--- config.mk ---
export PLATFORM = sky130hd
export DESIGN_NAME = riscv_lsu
export DESIGN_NICKNAME = d
export VERILOG_FILES = /design/src/rtl/riscv_lsu.sv
export SDC_FILE = /design/constraint.sdc
export NUM_CORES = 1
export LEC_CHECK = 0
export CORE_MARGIN = 1
export CORE_UTILIZATION = 47
export DETAILED_ROUTE_END_ITERATION = 16
export PLACE_DENSITY = 0.86
export SYNTH_ARGS = -nofsm -noshare
export SYNTH_HDL_FRONTEND = slang
export SYNTH_SLANG_ARGS = --single-unit
--- constraint.sdc ---
create_clock -name clk -period 3.3 [get_ports clk]
set_input_delay 0.495 -clock clk [delete_from_list [all_inputs] [get_ports clk]]
set_output_delay 0.495 -clock clk [all_outputs]
set_load 0.01 [all_outputs]
--- src/rtl/riscv_lsu.sv ---
// rtl/riscv_lsu.sv - load/store unit bridging the single-cycle datapath to a req/ack data bus
// Handles lane steering, load extension, alignment/size faults and bus timeout.
module riscv_lsu #(
  parameter int TIMEOUT = 16
) (
  input  logic        clk,
  input  logic        rst,
  input  logic        i_valid,
  input  logic        i_we,
  input  logic [2:0]  i_funct3,
  input  logic [31:0] i_addr,
  input  logic [31:0] i_wdata,
  output logic        o_stall,
  output logic        o_done,
  output logic [31:0] o_rdata,
  output logic        o_err,
  output logic [1:0]  o_err_cause,
  output logic        m_req,
  output logic        m_we,
  output logic [31:0] m_addr,
  output logic [3:0]  m_be,
  output logic [31:0] m_wdata,
  input  logic        m_ack,
  input  logic [31:0] m_rdata,
  input  logic        m_err
);

  localparam int CW = $clog2(TIMEOUT + 1);
  localparam logic [CW-1:0] CNT_LAST = CW'(TIMEOUT - 1);

  typedef enum logic [1:0] {IDLE, BUSY, RESP} state_t;

  state_t        state;
  logic [CW-1:0] cnt;
  logic [1:0]    size_q;
  logic          sign_q;
  logic [1:0]    off_q;

  logic [1:0]  size;
  logic        illegal;
  logic        misaligned;
  logic [3:0]  be_c;
  logic [31:0] wdata_c;
  logic [31:0] lane;
  logic [31:0] rdata_ext;

  assign size = i_funct3[1:0];
  // Stores have no unsigned variants, so any funct3 above SW is illegal.
  assign illegal = i_we ? (i_funct3 > 3'd2)
                        : ((i_funct3[1:0] == 2'b11) || (i_funct3 == 3'b110));
  assign misaligned = ((size == 2'b01) && i_addr[0]) ||
                      ((size == 2'b10) && (i_addr[1:0] != 2'b00));

  always_comb begin
    be_c    = 4'b1111;
    wdata_c = i_wdata;
    case (size)
      2'b00: begin
        be_c    = 4'b0001 << i_addr[1:0];
        wdata_c = {4{i_wdata[7:0]}};
      end
      2'b01: begin
        be_c    = i_addr[1] ? 4'b1100 : 4'b0011;
        wdata_c = {2{i_wdata[15:0]}};
      end
      default: begin
        be_c    = 4'b1111;
        wdata_c = i_wdata;
      end
    endcase
    if (!i_we) wdata_c = 32'h0;
  end

  // Halfword accesses are aligned, so the byte-offset shift also selects the half lane.
  assign lane = m_rdata >> {off_q, 3'b000};

  always_comb begin
    case (size_q)
      2'b00:   rdata_ext = {{24{sign_q & lane[7]}}, lane[7:0]};
      2'b01:   rdata_ext = {{16{sign_q & lane[15]}}, lane[15:0]};
      default: rdata_ext = m_rdata;
    endcase
  end

  assign o_stall = ((state == IDLE) && i_valid) || (state == BUSY);

  always_ff @(posedge clk) begin
    if (rst) begin
      state       <= IDLE;
      cnt         <= '0;
      m_req       <= 1'b0;
      m_we        <= 1'b0;
      m_addr      <= 32'h0;
      m_be        <= 4'h0;
      m_wdata     <= 32'h0;
      o_done      <= 1'b0;
      o_err       <= 1'b0;
      o_err_cause <= 2'b00;
      o_rdata     <= 32'h0;
      size_q      <= 2'b00;
      sign_q      <= 1'b0;
      off_q       <= 2'b00;
    end else begin
      o_done      <= 1'b0;
      o_err       <= 1'b0;
      o_err_cause <= 2'b00;
      case (state)
        IDLE: begin
          if (i_valid) begin
            if (illegal || misaligned) begin
              state       <= RESP;
              o_done      <= 1'b1;
              o_err       <= 1'b1;
              o_err_cause <= illegal ? 2'b10 : 2'b01;
              o_rdata     <= 32'h0;
            end else begin
              state   <= BUSY;
              m_req   <= 1'b1;
              m_we    <= i_we;
              m_addr  <= {i_addr[31:2], 2'b00};
              m_be    <= be_c;
              m_wdata <= wdata_c;
              size_q  <= size;
              sign_q  <= ~i_funct3[2];
              off_q   <= i_addr[1:0];
              cnt     <= '0;
            end
          end
        end
        BUSY: begin
          if (m_ack) begin
            state  <= RESP;
            m_req  <= 1'b0;
            o_done <= 1'b1;
            if (m_err) begin
              o_err       <= 1'b1;
              o_err_cause <= 2'b11;
              o_rdata     <= 32'h0;
            end else if (!m_we) begin
              o_rdata <= rdata_ext;
            end
          end else if (cnt == CNT_LAST) begin
            state       <= RESP;
            m_req       <= 1'b0;
            o_done      <= 1'b1;
            o_err       <= 1'b1;
            o_err_cause <= 2'b11;
            o_rdata     <= 32'h0;
          end else if (cnt != '1) begin
            cnt <= cnt + 1'b1;
          end
        end
        RESP:    state <= IDLE;
        default: state <= IDLE;
      endcase
    end
  end

endmodule

-- Word level (Yosys, flattened, before mapping)
Cells that the tools add are included.
- bitwise operators: 4
- $lt $le $gt $ge: 1
- eq/ne operators: 16
- add/subtract/negate cells: 1
- shifts and indexed selects: 2
- multiplexer cells: 44
- reduce and logical (&&, ||, !) cells: 17
- operator list (kind ; count):
    two-way mux 32 bit ; 7
    one-hot mux 32 bit (2 select lines) ; 3
    right shift 32 x 5 -> 16 bit ; 1
    two-way mux 5 bit ; 5
    two-way mux 2 bit ; 10
    two-way mux 1 bit ; 11
    one-hot mux 5 bit (2 select lines) ; 1
    != test 2 bit, second input constant ; 4
    one-hot mux 2 bit (2 select lines) ; 2
    one-hot mux 4 bit (2 select lines) ; 1
    == test 2 x 1 -> 1 bit, second input constant ; 3
    logical NOT 2 bit ; 3
    one-hot mux 1 bit (2 select lines) ; 3
    AND reduction 6 bit ; 1
    adder 5 x 1 -> 5 bit, second input constant ; 1
    == test 5 x 4 -> 1 bit, second input constant ; 1
    != test 5 bit, second input constant ; 1
    AND reduction 5 bit ; 1
    == test 2 bit, second input constant ; 2
    logical OR 1 bit ; 4
    two-way mux 4 bit ; 1
    != test 2 x 1 -> 1 bit, second input constant ; 2
    != test 4 bit, second input constant ; 1
    AND reduction 4 bit ; 1
    10 further kinds ; 15
- word-level logic and storage cells: 99
- bits of input ports: 105
- output and inout bits: 107
- flip-flop bits (word level): 116

-- Longest topological paths before layout
Gate-level depths: netlist of the first run.
- word-level depth: 7
- gate-level depth with buffers: 8
- depth with buffers taken out: 7

-- Worst setup path before layout of the first run
Ideal clock, no wire load.
- path type: register to register
- from: register cnt[0]
- to: register cnt[4]
- slack: 1.129 ns
- required time: 3.199 ns
- buffers on the path: 0
- library setup time: 0.101 ns
- stages on the path, launching flop included: 8
- clock period less this slack: 2.171 ns
- data arrival time: 2.070 ns
- cell sequence: dfxtp_1 > ha_1 > and3_1 > ha_1 > or4b_1 > or2_1 > or3_1 > o41ai_1
- longest elaborated chain between the ends: 5
- elaborated cells between the ends (all ways): 10
- classes of those cells: 1 x add/sub; 4 x eq/ne; 4 x mux; 1 x reduce/logical
- RTL lines (element ; RTL line ; text):
    start, declared ; 34 ; logic [CW-1:0] cnt;
    start signal, assigned ; 150 ; cnt <= cnt + 1'b1;
    adder 5 x 1 -> 5 bit ; 150 ;
    two-way mux 5 bit ; 149 ; end else if (cnt != '1) begin
    two-way mux 5 bit ; 142 ; end else if (cnt == CNT_LAST) begin
    two-way mux 5 bit ; 131 ; if (m_ack) begin
    one-hot mux 5 bit (2 select lines) ; 107 ; case (state)
Several ways; a longest one is shown, not always the timed one. The select of a mux whose other input is x is not followed.
A chain may end at the register's enable or synchronous reset.

-- Final worst setup path of the first run
Same ends and word-level chain as after synthesis.

==> results of run 1 <==
[power groups by stage]
stage | sequential (uW) | combinational [uW] | clock, uW
after floorplan | 1510 | 225 | 0
after global routing | 1480 | 554 | 1880
after detailed placement | 1500 | 507 | 0
after CTS | 1480 | 514 | 1810
final | 1480 | 516 | 1790
after global placement | 1500 | 496 | 0
[cell families (layout without fill, tap and decap cells)]
family	after synthesis	after routing
AO/OA/AOI/OAI	169	169
multiplexers	28	28
other	1	2
buffers and inverters	63	264
XOR/XNOR	4	4
adder cells (fa/ha/maj)	3	3
AND/OR/NAND/NOR	240	240
flip-flops	116	116
[final cells by class]
cell class                 instances  share of cell area
clock buffer                      23              0.0610
sequential                       116               0.291
timing repair buffer             223               0.276
tap                              140              0.0219
inverter                          10             0.00470
multi-input combinational        446               0.333
clock inverter                     8              0.0124
[cells in the mapped netlist, types with 7 or more instances]
cell	number
o21ai_0	11
inv_1	9
nand3_1	35
nor2_1	17
clkbuf_1	36
dfxtp_1	116
o2111ai_1	8
a21oi_1	87
a221oi_1	7
mux2i_1	10
nor3_1	7
o2bb2ai_1	25
nand2b_1	18
nand2_1	121
nor2b_1	20
nand3b_1	9
o221ai_1	7
mux2_2	18
buf_2	9
[sequential cells by signal (all words and copies together) (netlist names)]
name / count
sign_q: 1
o_rdata: 32
off_q: 2
o_err: 1
m_req: 1
o_err_cause: 2
m_wdata: 32
cnt: 5
state: 2
m_addr: 30
m_be: 4
size_q: 2
m_we: 1
o_done: 1
[layout by cell type, fill, tap and decap left out, drive strengths merged, types with 3 or more instances in the layout]
master         instances
mux2i                 10
o221ai                 7
nand2                121
nand2b                19
nor3                   7
clkinv                 5
a21oi                 87
clkdlybuf4s50        208
nand3                 35
o21ai                 13
dfxtp                116
nand3b                 9
ha                     3
inv                    9
clkbuf                23
buf                   15
o2bb2ai               25
a221oi                 9
a211oi                 5
o2111ai                8
nor2b                 20
a31oi                  3
mux2                  18
nor2                  17
[final timing paths]
path	startpoint	endpoint	slack, ns	depth (start not counted)
worst max-delay path	cnt[0]	cnt[4]	0.90	7
worst min-delay path	rst	off_q[1]	0.38	2
worst max register to register	cnt[0]	cnt[4]	0.90	7
worst min register to register	m_addr[28]	m_addr[28]	0.45	2
[metal layers]
metal | routed length [um] | vias to the layer above | share of wire
met1 | 6860 | 2586 | 0.41
li1 | - | 2581 | -
met3 | 1360 | 34 | 0.081
met5 | 0 | - | 0
met2 | 8160 | 244 | 0.49
met4 | 416 | 0 | 0.025
[stage by stage]
stage | util | worst slack, ns | power, uW | cell area [sq um]
after detailed placement | 0.682 | 0.552 | 2010 | 7400
after floorplan | - | 1.13 | 1740 | 5230
after global placement | 0.682 | 0.671 | 2000 | 7400
after CTS | 0.736 | 0.916 | 3800 | 7980
after global routing | 0.736 | 0.821 | 3910 | 7980
final | 0.736 | 0.900 | 3790 | 7980
==> reports/metrics.yaml, run 1 <==
status: "finished, final reports clean"
multi_input_area_sq_mm: 0.00266
period_needed_ns: 2.40
grt_pass1_wl_um: 26400
p_leak_uw: 0.00277
synth_compound_area_frac: 0.212
slowest_delay_ns: 0.62
fin_setup_tns_ns: 0
grt_pass1_vias: 5447
critical_path_class: "flop to flop"
antenna_left: 0
swShare: 0.239
tightest_slew_ns: 0.897
synthesis.area_sq_mm: 0.00523
fp.dieArea_sq_mm: 0.0115
drc: 0
cts_root_buffer: "clkbuf_8"
core_sq_mm: 0.0108
cp_top_family: "simple AND/OR/NAND/NOR gates"
grt_max_degree: 72
grt_overflow: 0
place_inst: 935
synth_ff_type: "dfxtp_1"
synth_area_leader_cell: "dfxtp_1"
clkSlewWorstSetupHoldPaths_ns: 0.06
cp-start-kind: "flop"
insertion_delay_ns: 0.51
ys_seq_area_frac: 0.444
avgSynthCellArea_sq_um: 8.38
numPortBuffers: 209
maxCapViolations: 0
synth_top_family_by_area: "simple AND/OR/NAND/NOR gates"
yosys_warnings: 0
synth_fa_ha_area_frac: 0.00718
grt.total_usage: 0.291
cts.sinks: 116
fillerInstances: 809
routed_wl_um: 16800
slew_violations: 0
grt_setup_unrepaired: "false"
initial_core_util: 0.482
synth-simple-area-share: 0.220
end_kind: "flop"
final_layout_size_suffix_gt1_frac: 0.0884
cts_max_level: 4
dr.pass1.iters: 7
synth_xor_area_frac: 0.00670
yosysTopAreaCellShare: 0.444
vias: 5445
grt_antenna_before_repair: 0
clkPwrFrac: 0.474
holdWs_ns: 0.383
synthToLayoutAreaGrowth_pct: 52.7
synth_area_leaders: "dfxtp_1 (44%), nand2_1 (8.7%), a21oi_1 (8.3%)"
ys_ff_latch: 116
globalRouteMet2Util: 0.499
synthArstFlopShare: 0
cts_made_buffers: 17
synth.area.mux_share: 0.0579
crit_arrival_ns: 2.80
finalNetCount: 922
first_iter_violations: 387
cp.required_ns: 3.70
p_int_uw: 2880
power_frac_comb: 0.136
setup_viol: 0
cts.repair.resized: 0
relSlewSlack: 0.401
finClkSkew_ns: 0.00645
io_pins: 212
seq_power_share: 0.390
fin_crit_sh: 0.727
cp_cell_sequence: "ha_1, and3_1, ha_1, or4b_1, or2_1, or3_1, o41ai_1"
wl_per_cell_um: 17.4
max_freq_ghz: 0.417
hpwl_um: 11700
synth.distinct_cells: 52
grt_use_met1: 0.337
cts_tree: "done"
cts.path.max_buffers: 2
postCtsSetupBuffers: 0
rows: 38
hold_viol: 0
gp_congestion: 0.878
grt_most_used_layer: "met2"
path_buf_inv: 0
antenna_cells: 0
netlist_instances: 624
viasPerCell: 5.64
worst_path_max_delay_cell: "or4b_1"
die_x_um: 107
dieHeight_um: 107
cp_max_fo: 6
worstHoldPathType: "primary input to flop"
p_switching_uw: 906
crit_path_frequent_cell: "ha_1"
cts_hold_buf: 0
synth_edf_count: 0
seq_area_sq_mm: 0.00232
peakVddDrop_mv: 0.374
final_cells: 966
power_density_mw_per_mm2: 474
met3_usage: 0.0890
No activity file was read; power rests on OpenSTA's default activity.
==> run 2: changes to the inputs <==
CORE_UTILIZATION = 39   (was 47)
PLACE_DENSITY = 0.76   (was 0.86)
clock period = 2.1 ns   (was 3.3 ns; I/O delays follow)
==> run 2 against run 1 <==
  * Die area grew 20%
  * Cell count grew 5.8%
  * Sequential power grew 57%
  * Flip-flop and latch count is the same
  * Largest cell class unchanged
==> reports/metrics.yaml, run 2 (synthesis results as in run 1) <==
cts_made_buffers: 17
dr.pass1.iters: 5
grt_use_met1: 0.303
fillerInstances: 1065
numPortBuffers: 209
tightest_slew_ns: 0.803
maxCapViolations: 0
end_kind: "flop"
cts_tree: "done"
vias: 5426
hpwl_um: 12000
cts_root_buffer: "clkbuf_16"
cp-start-kind: "flop"
stdcell_area_sq_mm: 0.00828
fp.dieArea_sq_mm: 0.0139
grt_overflow: 0
grt_pass1_wl_um: 27100
cts_max_level: 4
finalNetCount: 947
final_cell_mix: "clkdlybuf4s50_1 (208), nand2_1 (121), dfxtp_1 (114)"
cts.sinks: 116
drc: 0
holdWs_ns: 0.258
final_common_cell: "clkdlybuf4s50_1"
rows: 41
finClkSkew_ns: 0.00926
globalRouteMet2Util: 0.392
final_layout_size_suffix_gt1_frac: 0.124
grt_pass1_vias: 5225
cp_max_fo: 4
dieHeight_um: 118
setup_viol: 0
worstHoldPathType: "primary input to flop"
routed_wl_um: 16800
initial_core_util: 0.408
viasPerCell: 5.31
grt_max_degree: 80
hold_viol: 0
crit_arrival_ns: 2.38
reg_top3: "m_wdata (32), o_rdata (32), m_addr (30)"
relSlewSlack: 0.465
power_density_mw_per_mm2: 695
first_iter_violations: 368
wl_per_cell_um: 16.4
p_leak_uw: 0.00289
grt_antenna_before_repair: 1
grt_most_used_layer: "met2"
grt_setup_unrepaired: "false"
period_needed_ns: 2.06
peakVddDrop_mv: 0.564
io_pins: 212
met3_usage: 0.0858
gp_congestion: 0.839
clkSlewWorstSetupHoldPaths_ns: 0.05
antenna_cells: 0
synthToLayoutAreaGrowth_pct: 58.4
dpl_cell_area_sq_mm: 0.00767
max_freq_ghz: 0.484
die_x_um: 118
cts.path.max_buffers: 2
status: "finished, final reports clean"
critical_path_class: "flop to flop"
insertion_delay_ns: 0.41
slew_violations: 0
antenna_left: 0
fin_crit_sh: 0.983
grt.total_usage: 0.245
cp.required_ns: 2.41
core_sq_mm: 0.0128
[run 2: critical path, stage by stage, from the launching register on]
cell     delay (ns)
dfxtp_2        0.33
ha_4           0.16
and3_4         0.18
ha_4           0.15
or4b_4         0.52
or2_1          0.24
or3_1          0.31
o41ai_1        0.06
[run 2: metrics by stage]
stage | std cells | power (uW) | setup slack (ns) | setup TNS (ns) | util
after CTS | 1020 | 5790 | 0.00995 | 0 | 0.640
final | 1022 | 5760 | 0.0354 | 0 | 0.645
after detailed placement | 990 | 3210 | -0.136 | -4.49 | 0.598
after floorplan | 625 | 2730 | 0.0176 | 0 | -
after global placement | 990 | 3190 | -0.0565 | -1.73 | 0.598
after global routing | 1022 | 5980 | 0.000808 | 0 | 0.645
[run 2: where the power goes]
| group | switching [uW] | total [uW] | internal [uW] | leakage, uW |
|---|---|---|---|---|
| combinational | 398 | 858 | 460 | 0.00169 |
| sequential | 45.7 | 2320 | 2270 | 0.000941 |
| clock | 940 | 2580 | 1640 | 0.000262 |
| total | 1380 | 5760 | 4370 | 0.00289 |
[run 2: final timing paths]
| path | startpoint | end | slack, ns | depth (start not counted) |
|---|---|---|---|---|
| worst max-delay path | cnt[0] | cnt[4] | 0.04 | 7 |
| worst min-delay path | rst | o_rdata[7] | 0.26 | 3 |
| worst max register to register | cnt[0] | cnt[4] | 0.04 | 7 |
| worst min register to register | m_addr[6] | m_addr[6] | 0.45 | 2 |
[run 2: cell type report]
class / instances / area, sq um / area share
Multi-Input combinational cell: 446 / 2720 / 0.329
Tap cell: 172 / 215 / 0.0260
Sequential cell: 116 / 2320 / 0.281
Clock buffer: 26 / 509 / 0.0615
Clock inverter: 4 / 22.5 / 0.00272
Inverter: 10 / 37.5 / 0.00454
Timing Repair Buffer: 248 / 2450 / 0.296
[run 2: metal layers]
metal,up-vias,wire length (um)
li1,2631,-
met1,2555,7180
met2,215,7910
met3,23,1400
met4,2,281
met5,-,8
[run 2: what timing repair did]
action                     CTS  global route
hold buffers                 0             0
pin swaps                    1             1
buffers inserted             0             2
resized for setup            2            11
setup endpoints to repair    3             5
==> run 3: changes to the inputs <==
SLEW_MARGIN = 15   (was not set)
==> results of run 3 <==
Same layout as run 2: the final DEF is identical, and so are final timing and power.
